$ cat src/rtl/tmds_pkg.sv
// rtl/tmds_pkg.sv - TMDS control-token constants, token decode helper and aligner FSM state enum.
package tmds_pkg;

  localparam logic [9:0] TOKEN_C00 = 10'h354;
  localparam logic [9:0] TOKEN_C01 = 10'h0AB;
  localparam logic [9:0] TOKEN_C10 = 10'h154;
  localparam logic [9:0] TOKEN_C11 = 10'h2AB;

  typedef enum logic {
    ST_HUNT   = 1'b0,
    ST_LOCKED = 1'b1
  } align_state_e;

  typedef struct packed {
    logic       is_token;
    logic [1:0] ctrl;
  } token_info_t;

  function automatic token_info_t token_decode(input logic [9:0] word);
    token_info_t info;
    info.is_token = 1'b1;
    info.ctrl     = 2'b00;
    case (word)
      TOKEN_C00: info.ctrl = 2'b00;
      TOKEN_C01: info.ctrl = 2'b01;
      TOKEN_C10: info.ctrl = 2'b10;
      TOKEN_C11: info.ctrl = 2'b11;
      default:   info.is_token = 1'b0;
    endcase
    return info;
  endfunction

endpackage

$ cat src/rtl/tmds_word_aligner.sv
// rtl/tmds_word_aligner.sv - per-channel TMDS bit-slip word aligner (SDR/DDR input).
// Optional slip counter port out_slip_count under macro TMDS_ALIGN_SLIP_COUNT_EN.
module tmds_word_aligner
  import tmds_pkg::*;
#(
  parameter bit C_ddr        = 1'b0,
  parameter int C_lock_count = 8,
  parameter int C_hunt_words = 16,
  parameter int C_timeout    = 4096
) (
  input  logic       clk_shift,
  input  logic       rst_n,
  input  logic [1:0] in_bits,
  output logic [9:0] out_word,
  output logic       out_valid,
  output logic       out_locked,
  output logic       out_de,
  output logic [1:0] out_ctrl
`ifdef TMDS_ALIGN_SLIP_COUNT_EN
  ,
  output logic [7:0] out_slip_count
`endif
);

  localparam int MATCH_W = $clog2(C_lock_count + 1);
  localparam int MISS_W  = $clog2(C_hunt_words + 1);
  localparam int IDLE_W  = $clog2(C_timeout + 1);
  localparam logic [3:0] PH_LAST = C_ddr ? 4'd4 : 4'd9;

  logic [19:0]        sr_q, sr_d;
  logic [3:0]         ph_q, ph_d;
  logic               h_q, h_d;
  logic               hold_q, hold_d;
  align_state_e       state_q, state_d;
  logic [MATCH_W-1:0] match_q, match_d;
  logic [MISS_W-1:0]  miss_q, miss_d;
  logic [IDLE_W-1:0]  idle_q, idle_d;
  logic [9:0]         word_q, word_d;
  logic               valid_q, valid_d;
  logic               de_q, de_d;
  logic [1:0]         ctrl_q, ctrl_d;
  logic               strobe;
  logic               slip;
  logic [9:0]         cand;
  token_info_t        tok;

  always_comb begin
    sr_d    = C_ddr ? {in_bits[1], in_bits[0], sr_q[19:2]} : {in_bits[0], sr_q[19:1]};
    strobe  = (ph_q == PH_LAST);
    // The candidate includes the bit sampled on this edge; h selects the one-bit-older window.
    cand    = (C_ddr && h_q) ? sr_d[18:9] : sr_d[19:10];
    tok     = token_decode(cand);
    ph_d    = hold_q ? ph_q : (strobe ? 4'd0 : ph_q + 4'd1);
    h_d     = h_q;
    hold_d  = 1'b0;
    slip    = 1'b0;
    state_d = state_q;
    match_d = match_q;
    miss_d  = miss_q;
    idle_d  = idle_q;
    word_d  = word_q;
    valid_d = strobe;
    de_d    = de_q;
    ctrl_d  = ctrl_q;
    if (strobe) begin
      word_d = cand;
      de_d   = ~tok.is_token;
      if (tok.is_token) ctrl_d = tok.ctrl;
      case (state_q)
        ST_HUNT: begin
          if (tok.is_token) begin
            miss_d = '0;
            if (match_q == MATCH_W'(C_lock_count - 1)) begin
              state_d = ST_LOCKED;
              match_d = '0;
              idle_d  = '0;
            end else begin
              match_d = match_q + MATCH_W'(1);
            end
          end else begin
            match_d = '0;
            if (miss_q == MISS_W'(C_hunt_words - 1)) begin
              slip   = 1'b1;
              miss_d = '0;
            end else begin
              miss_d = miss_q + MISS_W'(1);
            end
          end
        end
        ST_LOCKED: begin
          if (tok.is_token) begin
            idle_d = '0;
          end else if (idle_q == IDLE_W'(C_timeout - 1)) begin
            state_d = ST_HUNT;
            idle_d  = '0;
            match_d = '0;
            miss_d  = '0;
          end else begin
            idle_d = idle_q + IDLE_W'(1);
          end
        end
        default: state_d = ST_HUNT;
      endcase
    end
    // DDR slips alternate a half-bit window shift with a full-cycle phase hold.
    if (slip) begin
      hold_d = C_ddr ? h_q : 1'b1;
      h_d    = C_ddr ? ~h_q : h_q;
    end
  end

  always_ff @(posedge clk_shift or negedge rst_n) begin
    if (!rst_n) begin
      sr_q    <= '0;
      ph_q    <= '0;
      h_q     <= 1'b0;
      hold_q  <= 1'b0;
      state_q <= ST_HUNT;
      match_q <= '0;
      miss_q  <= '0;
      idle_q  <= '0;
      word_q  <= '0;
      valid_q <= 1'b0;
      de_q    <= 1'b0;
      ctrl_q  <= 2'b00;
    end else begin
      sr_q    <= sr_d;
      ph_q    <= ph_d;
      h_q     <= h_d;
      hold_q  <= hold_d;
      state_q <= state_d;
      match_q <= match_d;
      miss_q  <= miss_d;
      idle_q  <= idle_d;
      word_q  <= word_d;
      valid_q <= valid_d;
      de_q    <= de_d;
      ctrl_q  <= ctrl_d;
    end
  end

  assign out_word   = word_q;
  assign out_valid  = valid_q;
  assign out_locked = (state_q == ST_LOCKED);
  assign out_de     = de_q;
  assign out_ctrl   = ctrl_q;

`ifdef TMDS_ALIGN_SLIP_COUNT_EN
  logic [7:0] slip_cnt_q, slip_cnt_d;

  always_comb begin
    slip_cnt_d = slip_cnt_q;
    if (slip && (slip_cnt_q != 8'hFF)) slip_cnt_d = slip_cnt_q + 8'd1;
  end

  always_ff @(posedge clk_shift or negedge rst_n) begin
    if (!rst_n) slip_cnt_q <= 8'd0;
    else        slip_cnt_q <= slip_cnt_d;
  end

  assign out_slip_count = slip_cnt_q;
`endif

endmodule

$ cat config.mk
export PLATFORM = sky130hd
export DESIGN_NAME = tmds_word_aligner
export DESIGN_NICKNAME = d
export VERILOG_FILES = /design/src/rtl/tmds_pkg.sv /design/src/rtl/tmds_word_aligner.sv
export SDC_FILE = /design/constraint.sdc
export NUM_CORES = 1
export LEC_CHECK = 0
export CORE_ASPECT_RATIO = 0.6
export CORE_MARGIN = 2
export CORE_UTILIZATION = 50
export CTS_BUF_LIST = sky130_fd_sc_hd__clkbuf_16
export CTS_CLUSTER_DIAMETER = 80
export DETAILED_ROUTE_END_ITERATION = 12
export DONT_BUFFER_PORTS = 1
export PLACE_DENSITY = 0.62
export SYNTH_ARGS = -nofsm -noshare
export SYNTH_HDL_FRONTEND = slang
export SYNTH_SLANG_ARGS = --single-unit
$ cat constraint.sdc
create_clock -name clk_shift -period 2.01 [get_ports clk_shift]
set_input_delay 0.5025 -clock clk_shift [delete_from_list [all_inputs] [get_ports clk_shift]]
set_output_delay 0.5025 -clock clk_shift [all_outputs]
set_load 0.005 [all_outputs]
Word level (Yosys, flattened, before mapping)
Cells that the tools add are included.

storage, ports and cells
  logic and storage cells = 61
  output and inout bits = 15
  bits of input ports = 4
  register bits after elaboration = 62

operators by class
  bitwise gates (word level) = 2
  equality and inequality tests = 12
  add/subtract/negate cells = 4
  reductions and logical operators = 4
  muxes and demuxes = 28

operator list
  cell                                                                      count
  13-bit 2-to-1 mux                                                         4
  13-bit one-hot mux with 2 select lines                                    1
  10-bit == test (second input constant)                                    2
  4-bit 2-to-1 mux                                                          5
  5-bit 2-to-1 mux                                                          4
  13-bit by 1-bit adder with 13-bit output (second input constant)          1
  13-bit by 12-bit == test with 1-bit output (second input constant)        1
  10-bit by 8-bit == test with 1-bit output (second input constant)         1
  10-bit by 9-bit == test with 1-bit output (second input constant)         1
  1-bit 2-to-1 mux                                                          10
  5-bit one-hot mux with 2 select lines                                     1
  4-bit by 1-bit adder with 4-bit output (second input constant)            2
  4-bit one-hot mux with 2 select lines                                     1
  2-bit inequality test (second input constant)                             3
  2-bit one-hot mux with 3 select lines                                     1
  3-bit AND reduction                                                       2
  5-bit by 1-bit adder with 5-bit output (second input constant)            1
  5-bit by 4-bit == test with 1-bit output (second input constant)          1
  4-bit by 3-bit == test with 1-bit output (second input constant)          1
  4-bit == test (second input constant)                                     1
  4-bit OR reduction                                                        1
  2-bit by 1-bit inequality test with 1-bit output (second input constant)  1
  1-bit inverter                                                            2
  1-bit one-hot mux with 2 select lines                                     1
  2-bit AND reduction                                                       1

Depth between registers and ports, before layout
Gate-level depths: netlist of the first run.

  word-level depth = 7
  mapped depth = 7
  gate-level depth less buffers = 6

Worst setup path before layout of the first run
No wires, ideal clock.

  kind = register to register
  start = register sr_q[15]
  end = register miss_q[2]
  period minus slack after synthesis = 1828 ps
  path buffers = 2
  stages on the path, launching flop included = 8
  setup slack = 182 ps
  data required time = 1884 ps
  arrival time = 1702 ps
  path through = dfrtp_1 nor4bb_1 and4_4 buf_6 or2_1 buf_2 a2bb2oi_4 a221o_1

between the ends
  longest elaborated chain between the ends = 5
  elaborated cells between the ends (all ways) = 10
  classes of those cells = eq/ne (5); mux (3); reduce/logical (2)

RTL lines
  what                                                                                 RTL line                  RTL
  from (decl)                                                                          tmds_word_aligner.sv:30   logic [19:0] sr_q, sr_d;
  from (signal assigned)                                                               tmds_word_aligner.sv:127  sr_q <= sr_d;
  10-bit == test, or another cell as far along                                         tmds_pkg.sv:23            case (word)
  4-bit OR reduction (no source line) (*)                                              --
  1-bit 2-to-1 mux (*)                                                                 tmds_pkg.sv:23
  5-bit 2-to-1 mux / 2-bit inequality test (equally long branches)                     --
  5-bit one-hot mux with 2 select lines / 3-bit AND reduction (equally long branches)  --
  to (signal assigned)                                                                 tmds_word_aligner.sv:133  miss_q <= miss_d;
  to (decl)                                                                            tmds_word_aligner.sv:36   logic [MISS_W-1:0] miss_q, miss_d;

Every way passes the cells marked *; elsewhere a longest branch is shown, timed or not.
A chain may end at the register's enable or synchronous reset.

Worst setup path after layout of the first run
  start = register sr_q[16]
  end = register idle_q[9]

between the ends
  longest elaborated chain between the ends = 5
  elaborated cells between the ends (all ways) = 10
  classes of those cells = eq/ne (5); mux (3); reduce/logical (2)

RTL lines
  what                                                                                  RTL line                  RTL
  10-bit == test, or another cell as far along                                          tmds_pkg.sv:23
  4-bit OR reduction (no source line) (*)                                               --
  1-bit 2-to-1 mux (*)                                                                  tmds_pkg.sv:23
  13-bit 2-to-1 mux / 2-bit inequality test (equally long branches)                     --
  13-bit one-hot mux with 2 select lines / 3-bit AND reduction (equally long branches)  --
  to (signal assigned)                                                                  tmds_word_aligner.sv:134  idle_q <= idle_d;
  to (decl)                                                                             tmds_word_aligner.sv:37   logic [IDLE_W-1:0] idle_q, idle_d;

Marked as above.

==> PnR_summary.wiki, run 1 <==
{| class="wikitable"
! Metric !! Value
|-
| Result of the run || finished, final reports clean
|-
| Chip Height || 57.9 um
|-
| Crit Path Class || reg2reg
|-
| Weighted congestion at the end of routability-driven global placement || 0.910
|-
| Dominant combinational cell family by area after synthesis || simple AND/OR/NAND/NOR gates
|-
| Number of synthesized register bits || 51
|-
| Cell count of the worst reg-to-reg path || 5
|-
| Cell-by-cell trace of the critical path || nor4bb_1, and4_4, o31ai_2, or4_1, a21oi_1
|-
| Portion of synthesized cell area occupied by the leading cell type || 52.8%
|-
| Arrival time of the worst setup path || 2.15 ns
|-
| Count of standard-cell rows || 19
|-
| Detail-routed via count per cell || 5.95
|-
| Area fraction in compound gates after synthesis || 16.7%
|-
| Share of layout cells above drive strength 1 || 15.4%
|-
| CTS sink count || 51
|-
| Class of the tightest hold or removal check || in2async
|-
| Total routing usage reported by global routing || 22.1%
|-
| Largest area contributor in the netlist || sky130_fd_sc_hd__dfrtp_1
|-
| Routed via count || 1843
|-
| Worst Max-Slew Pin Slew || 0.441 ns
|-
| VDD IR-drop max || 394 uV
|-
| Aggregate global routing overflow || 0
|-
| Data required time at the worst endpoint || 2.22 ns
|-
| Post-synthesis share of cell area spent on full adders, half adders and majority gates || 1.55%
|-
| HPWL after DPL || 3.83 mm
|-
| Predominant post-synthesis flop cell || sky130_fd_sc_hd__dfrtp_1
|-
| Avg WL per Cell || 17.2 um
|-
| Top post-synthesis cells by area || sky130_fd_sc_hd__dfrtp_1 53%, sky130_fd_sc_hd__nand2_1 7.9%, sky130_fd_sc_hd__buf_6 1.9%
|-
| Number of placed I/O pins || 19
|-
| Floorplan Core Area || 4610 um2
|-
| Critical path fanouts, max || 7
|-
| Power consumption || 2.04 mW
|-
| Reg clk slew, reported paths || 0.06 ns
|-
| Power per standard cell area || 736 nW/um2
|-
| Met2 wire len || 2.27 mm
|-
| Worst clock skew || 0.00301 ns
|-
| Max-slew violation count || 0
|-
| Met1 WL || 2.67 mm
|-
| Met3 Wirelength || 314 um
|-
| Starting density of the core || 52.4%
|-
| Most common library cells after synthesis || 51 x sky130_fd_sc_hd__dfrtp_1, 51 x sky130_fd_sc_hd__nand2_1, 8 x sky130_fd_sc_hd__o21ai_0
|-
| Vias in the first global route || 1837
|-
| Tmin final || 1.94 ns
|-
| Count of different cell masters after synthesis || 55
|-
| Slowest Stage Delay on Critical Path || 0.49 ns
|-
| PortBufs || 0
|-
| Number of nets in the layout || 254
|-
| Number of search-and-repair iterations in the first detailed-routing pass || 4
|-
| Buffers plus inverters on the worst setup path || 0
|-
| Number of antenna violations at the first check in global routing || 0
|-
| Total number of H-tree levels || 2
|-
| DIE AREA || 5430 um2
|-
| Launching point of the worst reg2reg path || sr_q[16]$_DFF_PN0_
|-
| Clock insertion delay at the later pin of the skew report || 0.28 ns
|-
| Max-capacitance violation count || 0
|-
| CTS root buffer || sky130_fd_sc_hd__clkbuf_16
|-
| RSZ-0062 raised after global routing || yes
|-
| Startpoint kind of the worst setup timing path || flop
|-
| Final critical-path share of the clock period || 96.4%
|-
| LEAKAGE || 1.27 nW
|-
| Number of enable flip-flop cells after synthesis || 0
|-
| Normalized max-slew margin || 70.4%
|-
| Avg Cell Area, Syn || 10.5 um2
|-
| Routed wire length || 5.32 mm
|-
| Worst Setup End Kind || flop
|-
| Number of failing setup endpoints in the final timing report || 0
|-
| Final core area utilization || 60.0%
|-
| Number of buffers created by CTS || 5
|-
| Critical Path Stages || 5
|-
| Post-route ant nets || 0
|-
| Post-Syn Instances || 231
|-
| Area added between synthesis and finish || 14.4%
|-
| Diode count || 0
|-
| Pin count of the biggest net entering global routing || 52
|-
| Post-synthesis mux area share || 0%
|-
| Count of fill cells added during filler insertion || 386
|-
| Synthesis Warnings || 0
|-
| Origin of the worst setup path || sr_q[16]$_DFF_PN0_
|-
| Sequential cell area fraction in the yosys report || 52.8%
|-
| CP top delay family || simple AND/OR/NAND/NOR gates
|-
| Hold Violations, Final || 0
|-
| DR DRC count || 0
|-
| Max clock buf depth || 2
|-
| Highest Clock Rate || 516 MHz
|-
| Share of synthesized cell area in and, or, nand and nor gates || 24.2%
|-
| Post-synthesis xor/xnor area fraction || 1.09%
|-
| Number of DRC markers after the initial detailed-route iteration || 142
|-
| Top routing layer in use || met4
|-
| TritonCTS clock tree || yes
|-
| Horizontal die dimension || 93.8 um
|-
| Cell area after technology mapping || 2420 um2
|-
| Async set or reset register ratio after synthesis || 100%
|-
| Syn nets || 238
|-
| Wire length of the first global-routing pass || 9.11 mm
|-
| Critical-path top delay cell || sky130_fd_sc_hd__or4_1
|}
## power breakdown
part           switching (mW)  leakage, nW  internal (mW)
clock                   0.347       0.0811          0.576
combinational          0.0284        0.549         0.0174
sequential             0.0214        0.645           1.05
total                   0.397         1.27           1.64
## flip-flops by register name, indices dropped and copies added, names as in the netlist
| name | cells |
|---|---|
| idle_q | 13 |
| out_word | 10 |
| sr_q | 9 |
| miss_q | 5 |
| match_q | 4 |
| ph_q | 4 |
| out_ctrl | 2 |
| hold_q | 1 |
| out_de | 1 |
| out_locked | 1 |
| out_valid | 1 |
## cells by family (layout without fill, tap and decap cells)
logic type | after synthesis | after routing
AOI/OAI and AO/OA | 55 | 55
xor gates and xnor gates | 3 | 3
adders and majority gates | 3 | 3
buffers and inverters | 15 | 31
DFF | 51 | 51
and+or+nand+nor | 104 | 104
## per-stage QoR
stage,instance area [um2],setup slack [ns],TNS (ns),hold slack [ns],cells
after global routing,2770,-0.0136,-0.0136,0.0725,310
after CTS,2740,0.0550,0,0.0744,308
final,2770,0.0721,0,0.0662,310
after global placement,2560,0.107,0,0.208,300
after detailed placement,2560,0.0728,0,0.208,300
after floorplan,2420,0.182,0,0.207,231
## metal layers
metal  global-route usage [%]  up-vias
met5                        0        -
met4                     8.07        0
met3                     5.72        9
met2                     30.7       54
met1                     33.6      907
li1                         -      873
## timing repair
item / in CTS / in global routing
hold buffers: 1 / 0
resized for setup: 0 / 2
buffers inserted: 0 / 2
endpoints found under the hold margin: 51 / 0
setup endpoints to repair: 0 / 11
## layout by cell type, fill, tap and decap left out, types with 2 or more instances in the layout
master                       n
sky130_fd_sc_hd__inv_1       6
sky130_fd_sc_hd__clkbuf_16   5
sky130_fd_sc_hd__or2_2       2
sky130_fd_sc_hd__nor4b_1     2
sky130_fd_sc_hd__o21ai_1     6
sky130_fd_sc_hd__a211o_1     2
sky130_fd_sc_hd__and3_1      3
sky130_fd_sc_hd__nand3b_1    2
sky130_fd_sc_hd__nor3b_1     2
sky130_fd_sc_hd__a21oi_1     6
sky130_fd_sc_hd__buf_4      16
sky130_fd_sc_hd__ha_1        3
sky130_fd_sc_hd__o31ai_1     4
sky130_fd_sc_hd__o21ai_0     8
sky130_fd_sc_hd__nor3_1      4
sky130_fd_sc_hd__a311oi_1    2
sky130_fd_sc_hd__a21o_1      4
sky130_fd_sc_hd__xnor2_1     2
sky130_fd_sc_hd__nor4_1      3
sky130_fd_sc_hd__nor2_1      6
sky130_fd_sc_hd__o22ai_1     4
sky130_fd_sc_hd__a31oi_1     2
sky130_fd_sc_hd__nand3_1     6
sky130_fd_sc_hd__dfrtp_1    51
sky130_fd_sc_hd__nand2b_1    3
sky130_fd_sc_hd__nand2_1    50
sky130_fd_sc_hd__or4_1       2
sky130_fd_sc_hd__nor2b_1     3
sky130_fd_sc_hd__a22o_1      4
sky130_fd_sc_hd__nor4_4      2
sky130_fd_sc_hd__nand4_1     5
## area by class of cell
cell class	count	area (um2)	share of cell area (%)
sequential	51	1280	46.1
inverter	6	23.8	0.859
multi-input combinational	165	1060	38.4
clock buffer	5	125	4.52
tap	63	78.8	2.85
timing repair buffer	18	168	6.06
clock inverter	2	33.8	1.22
## path summary, 6_finish.rpt
path                                         endpoint  slack, ns
worst min-delay path               sr_q[15]$_DFF_PN0_       0.07
min in group clk_shift             sr_q[19]$_DFF_PN0_       0.24
worst min register to register     sr_q[11]$_DFF_PN0_       0.44
worst max register to register  idle_q[9]$_DFFE_PN0P_       0.07
max in group asynchronous       idle_q[4]$_DFFE_PN0P_       1.72
worst max-delay path            idle_q[9]$_DFFE_PN0P_       0.07
(Power assumes the default switching activity.)
==> run 2: changes to the inputs <==
- ABC_AREA: not set -> 1
==> PnR_summary.wiki, run 2 <==
{| class="wikitable"
! Metric !! Value
|-
| Aggregate global routing overflow || 0 (unchanged)
|-
| Part of the power in combinational logic || 2.3% (about the same)
|-
| Max-slew violation count || 0 (unchanged)
|-
| Max clock buf depth || 2 (unchanged)
|-
| Class of the tightest hold or removal check || in2async
|-
| Final critical-path share of the clock period || 87.0% (-9.4 points)
|-
| Number of antenna violations at the first check in global routing || 0 (unchanged)
|-
| Vias in the first global route || 1712 (-6.8%)
|-
| Most common cell in the netlist || sky130_fd_sc_hd__nand2_1
|-
| HPWL after DPL || 3.50 mm (-8.6%)
|-
| Number of buffers created by CTS || 5 (unchanged)
|-
| CP top delay family || compound AO/OA/AOI/OAI gates
|-
| Met1 usage || 32.0% (-1.6 points)
|-
| Number of DRC markers after the initial detailed-route iteration || 116 (-18%)
|-
| Worst clock skew || 0.00330 ns (+0.000295 ns)
|-
| Cell Int Power || 1.52 mW (-7.3%)
|-
| Met3 usage || 5.63% (-0.088 points)
|-
| TritonCTS clock tree || yes
|-
| Result of the run || finished, final reports clean
|-
| Buffers plus inverters on the worst setup path || 2 (+2)
|-
| Critical Path End || idle_q[4]$_DFFE_PN0P_
|-
| Critical Path Stages || 9 (+4)
|-
| Total number of H-tree levels || 2 (unchanged)
|-
| Normalized max-slew margin || 71.6% (+1.2 points)
|-
| Slowest Stage Delay on Critical Path || 0.41 ns (-0.08 ns)
|-
| Most frequent cell on the critical path || sky130_fd_sc_hd__nand2_1
|-
| Power per standard cell area || 711 nW/um2 (-3.5%)
|-
| Number of enable flip-flop cells after synthesis || 0 (unchanged)
|-
| Launching point of the worst reg2reg path || match_q[0]$_DFFE_PN0P_
|-
| Routed wire length || 4.92 mm (-7.6%)
|-
| Total routing usage reported by global routing || 20.5% (-1.7 points)
|-
| Largest register FFs || 13 (unchanged)
|-
| Routed via count || 1855 (+0.65%)
|-
| Largest area contributor in the netlist || sky130_fd_sc_hd__dfrtp_1
|-
| Post-Syn Instances || 300 (+30%)
|-
| Reg clk slew, reported paths || 0.07 ns (about the same)
|-
| Instance count after placement with tap cells included || 363 (+21%)
|-
| Avg Cell Area, Syn || 8.27 um2 (-21%)
|-
| Portion of synthesized cell area occupied by the leading cell type || 51.4% (-1.3 points)
|-
| Power consumption || 1.95 mW (-4.3%)
|-
| CTS root buffer || sky130_fd_sc_hd__clkbuf_16
|-
| RSZ-0062 raised after global routing || no
|-
| Pin count of the biggest net entering global routing || 52 (unchanged)
|-
| Number of nets in the layout || 315 (+24%)
|-
| GRT busiest layer || met1
|-
| Finished Cell Area || 2740 um2 (-0.90%)
|-
| Count of different cell masters after synthesis || 27 (-51%)
|-
| Commonest cells after routing, fill and taps aside || 101 x sky130_fd_sc_hd__nand2_1, 51 x sky130_fd_sc_hd__dfrtp_1, 34 x sky130_fd_sc_hd__nor2_1
|-
| VDD IR-drop max || 386 uV (-2.0%)
|-
| DIE AREA || 5560 um2 (+2.4%)
|-
| Post-route ant nets || 0 (unchanged)
|-
| Synthesis Warnings || 0 (unchanged)
|-
| Net switching share of the total power || 22.0% (+2.5 points)
|-
| Chip Height || 58.6 um (+1.2%)
|-
| Horizontal die dimension || 94.9 um (+1.2%)
|-
| DR DRC count || 0 (unchanged)
|-
| Weighted congestion at the end of routability-driven global placement || 0.849 (-6.7%)
|-
| Critical-path top delay cell || sky130_fd_sc_hd__dfrtp_1
|-
| Post-CTS sizing || 0 (unchanged)
|-
| Area of placed instances || 2570 um2 (+0.49%)
|-
| Wire length of the first global-routing pass || 8.47 mm (-7.0%)
|-
| Count of standard-cell rows || 19 (unchanged)
|-
| Met2 routing resource usage after global routing || 26.8% (-3.9 points)
|-
| Area added between synthesis and finish || 10.5%
|-
| Post-layout instance count excluding filler cells || 372 (+20%)
|-
| Commonest non-fill, non-tap cell in the layout || sky130_fd_sc_hd__nand2_1
|-
| Cell-by-cell trace of the critical path || ha_1, nand2_1, inv_1, a21oi_1, nor2_4, nand2_2, buf_4, nand2_1, o21ai_1
|-
| Origin of the worst setup path || match_q[0]$_DFFE_PN0P_
|-
| Worst Max-Slew Pin Slew || 0.426 ns (-0.0153 ns)
|-
| Number of synthesized register bits || 51 (unchanged)
|-
| Final setup TNS || 0 ns (unchanged)
|-
| Arrival time of the worst setup path || 1.96 ns (-0.19 ns)
|-
| Syn nets || 307 (+29%)
|-
| Async set or reset register ratio after synthesis || 100% (unchanged)
|-
| Diode count || 0 (unchanged)
|-
| Predominant post-synthesis flop cell || sky130_fd_sc_hd__dfrtp_1
|-
| Most common library cells after synthesis || 101 x sky130_fd_sc_hd__nand2_1, 51 x sky130_fd_sc_hd__dfrtp_1, 34 x sky130_fd_sc_hd__nor2_1
|-
| Data required time at the worst endpoint || 2.23 ns (about the same)
|-
| Register share of total power || 54.7% (+2.3 points)
|-
| Switching pwr || 0.428 mW (+7.9%)
|-
| CTS sink count || 51 (unchanged)
|-
| PortBufs || 0 (unchanged)
|-
| Cell area after technology mapping || 2480 um2 (+2.6%)
|-
| Top post-synthesis cells by area || sky130_fd_sc_hd__dfrtp_1 51%, sky130_fd_sc_hd__nand2_1 15%, sky130_fd_sc_hd__nor2_1 5.1%
|-
| Tmin final || 1.75 ns (-0.190 ns)
|-
| Share of layout cells above drive strength 1 || 11.3% (-4.1 points)
|-
| Detail-routed via count per cell || 4.99 (-16%)
|-
| Number of search-and-repair iterations in the first detailed-routing pass || 4 (unchanged)
|-
| Worst Setup End Kind || flop
|-
| Critical path fanouts, max || 10 (+3)
|-
| Startpoint kind of the worst setup timing path || flop
|-
| Endpoint of the worst-slack reg-to-reg timing path || idle_q[4]$_DFFE_PN0P_
|-
| Portion of total power attributed to the clock network || 43.0% (-2.3 points)
|-
| Crit Path Class || reg2reg
|-
| LEAKAGE || 1.36 nW (+6.5%)
|-
| Clock insertion delay at the later pin of the skew report || 0.29 ns (about the same)
|-
| Highest Clock Rate || 572 MHz (+11%)
|-
| Floorplan Core Area || 4680 um2 (+1.5%)
|-
| Number of placed I/O pins || 19 (unchanged)
|-
| Sequential cell area fraction in the yosys report || 51.4% (-1.3 points)
|-
| Hold Violations, Final || 0 (unchanged)
|-
| Avg WL per Cell || 13.2 um (-23%)
|-
| Final core area utilization || 58.5% (-1.4 points)
|-
| Worst-case register-to-register setup slack || 0.26 ns (+0.19 ns)
|-
| Starting density of the core || 53.0% (+0.54 points)
|-
| Max-capacitance violation count || 0 (unchanged)
|-
| Cell count of the worst reg-to-reg path || 9 (+4)
|-
| Reg with most FFs || idle_q
|-
| Number of failing setup endpoints in the final timing report || 0 (unchanged)
|}
==> run 2: cell count changes after synthesis, moves of 7 or more <==
| cell | change |
|---|---|
| sky130_fd_sc_hd__inv_1 | +19 |
| sky130_fd_sc_hd__nand2_1 | +50 |
| sky130_fd_sc_hd__nand3_1 | +17 |
| sky130_fd_sc_hd__nor2_1 | +28 |
| sky130_fd_sc_hd__xor2_1 | +7 |
==> run 2: area by class of cell <==
cell class / instances / area, um2
clock buffers: 5 / 125
clock inverters: 3 / 20.0
fillers: 416 / 1940
inverters: 27 / 101
multi-input cells: 217 / 1070
flip-flops and latches: 51 / 1280
well taps: 63 / 78.8
repair buffers: 6 / 65.1
==> run 2: how the worst min path moves through the flow <==
stage,start,to,slack [ns],depth (start not counted)
floorplan,rst_n,hold_q$_DFF_PN0_,0.21,0
global placement,rst_n,ph_q[2]$_DFFE_PN0N_,0.21,0
detailed placement,rst_n,ph_q[2]$_DFFE_PN0N_,0.21,0
CTS,rst_n,ph_q[2]$_DFFE_PN0N_,0.07,1
global route,rst_n,miss_q[2]$_DFFE_PN0P_,0.07,1
finish,rst_n,match_q[1]$_DFFE_PN0P_,0.05,1
==> run 2: per-layer routing <==
metal / routed length, um / vias to the layer above
met5: 0 / -
met4: 68 / 0
met3: 312 / 7
met2: 1940 / 44
met1: 2600 / 846
li1: - / 958
==> run 2: per-stage QoR <==
step	setup slack (ns)	hold WS (ns)
after floorplan	0.535	0.207
after global placement	0.275	0.208
after detailed placement	0.280	0.208
after CTS	0.261	0.0695
after global routing	0.0808	0.0719
final	0.262	0.0468
==> run 2: cells by family after synthesis <==
logic type / Yosys count / share of synthesized area, %
AO/OA/AOI/OAI: 17 / 3.48
XOR/XNOR: 11 / 3.88
adder cells (fa/ha/maj): 3 / 1.51
buffers and inverters: 32 / 5.24
flip-flops: 51 / 51.4
AND/OR/NAND/NOR: 186 / 34.4
==> run 2: worst reg2reg max path, stage by stage, from the launching register on <==
cell	delay, ns
sky130_fd_sc_hd__dfrtp_1	0.41
sky130_fd_sc_hd__ha_1	0.23
sky130_fd_sc_hd__nand2_1	0.07
sky130_fd_sc_hd__inv_1	0.04
sky130_fd_sc_hd__a21oi_1	0.35
sky130_fd_sc_hd__nor2_4	0.08
sky130_fd_sc_hd__nand2_2	0.19
sky130_fd_sc_hd__buf_4	0.19
sky130_fd_sc_hd__nand2_1	0.05
sky130_fd_sc_hd__o21ai_1	0.07
==> run 2: timing repair <==
item,CTS,global route
hold buffers,1,0
endpoints found under the setup margin,0,0
buffers inserted,0,0
endpoints found under the hold margin,51,0
==> run 2: power by group through the flow <==
stage	logic (mW)	registers [mW]	clock network (mW)
after global placement	0.0197	1.09	0
after detailed placement	0.0206	1.09	0
after CTS	0.0474	1.07	0.859
final	0.0448	1.07	0.838
after global routing	0.0536	1.07	0.914
after floorplan	0.0170	1.08	0
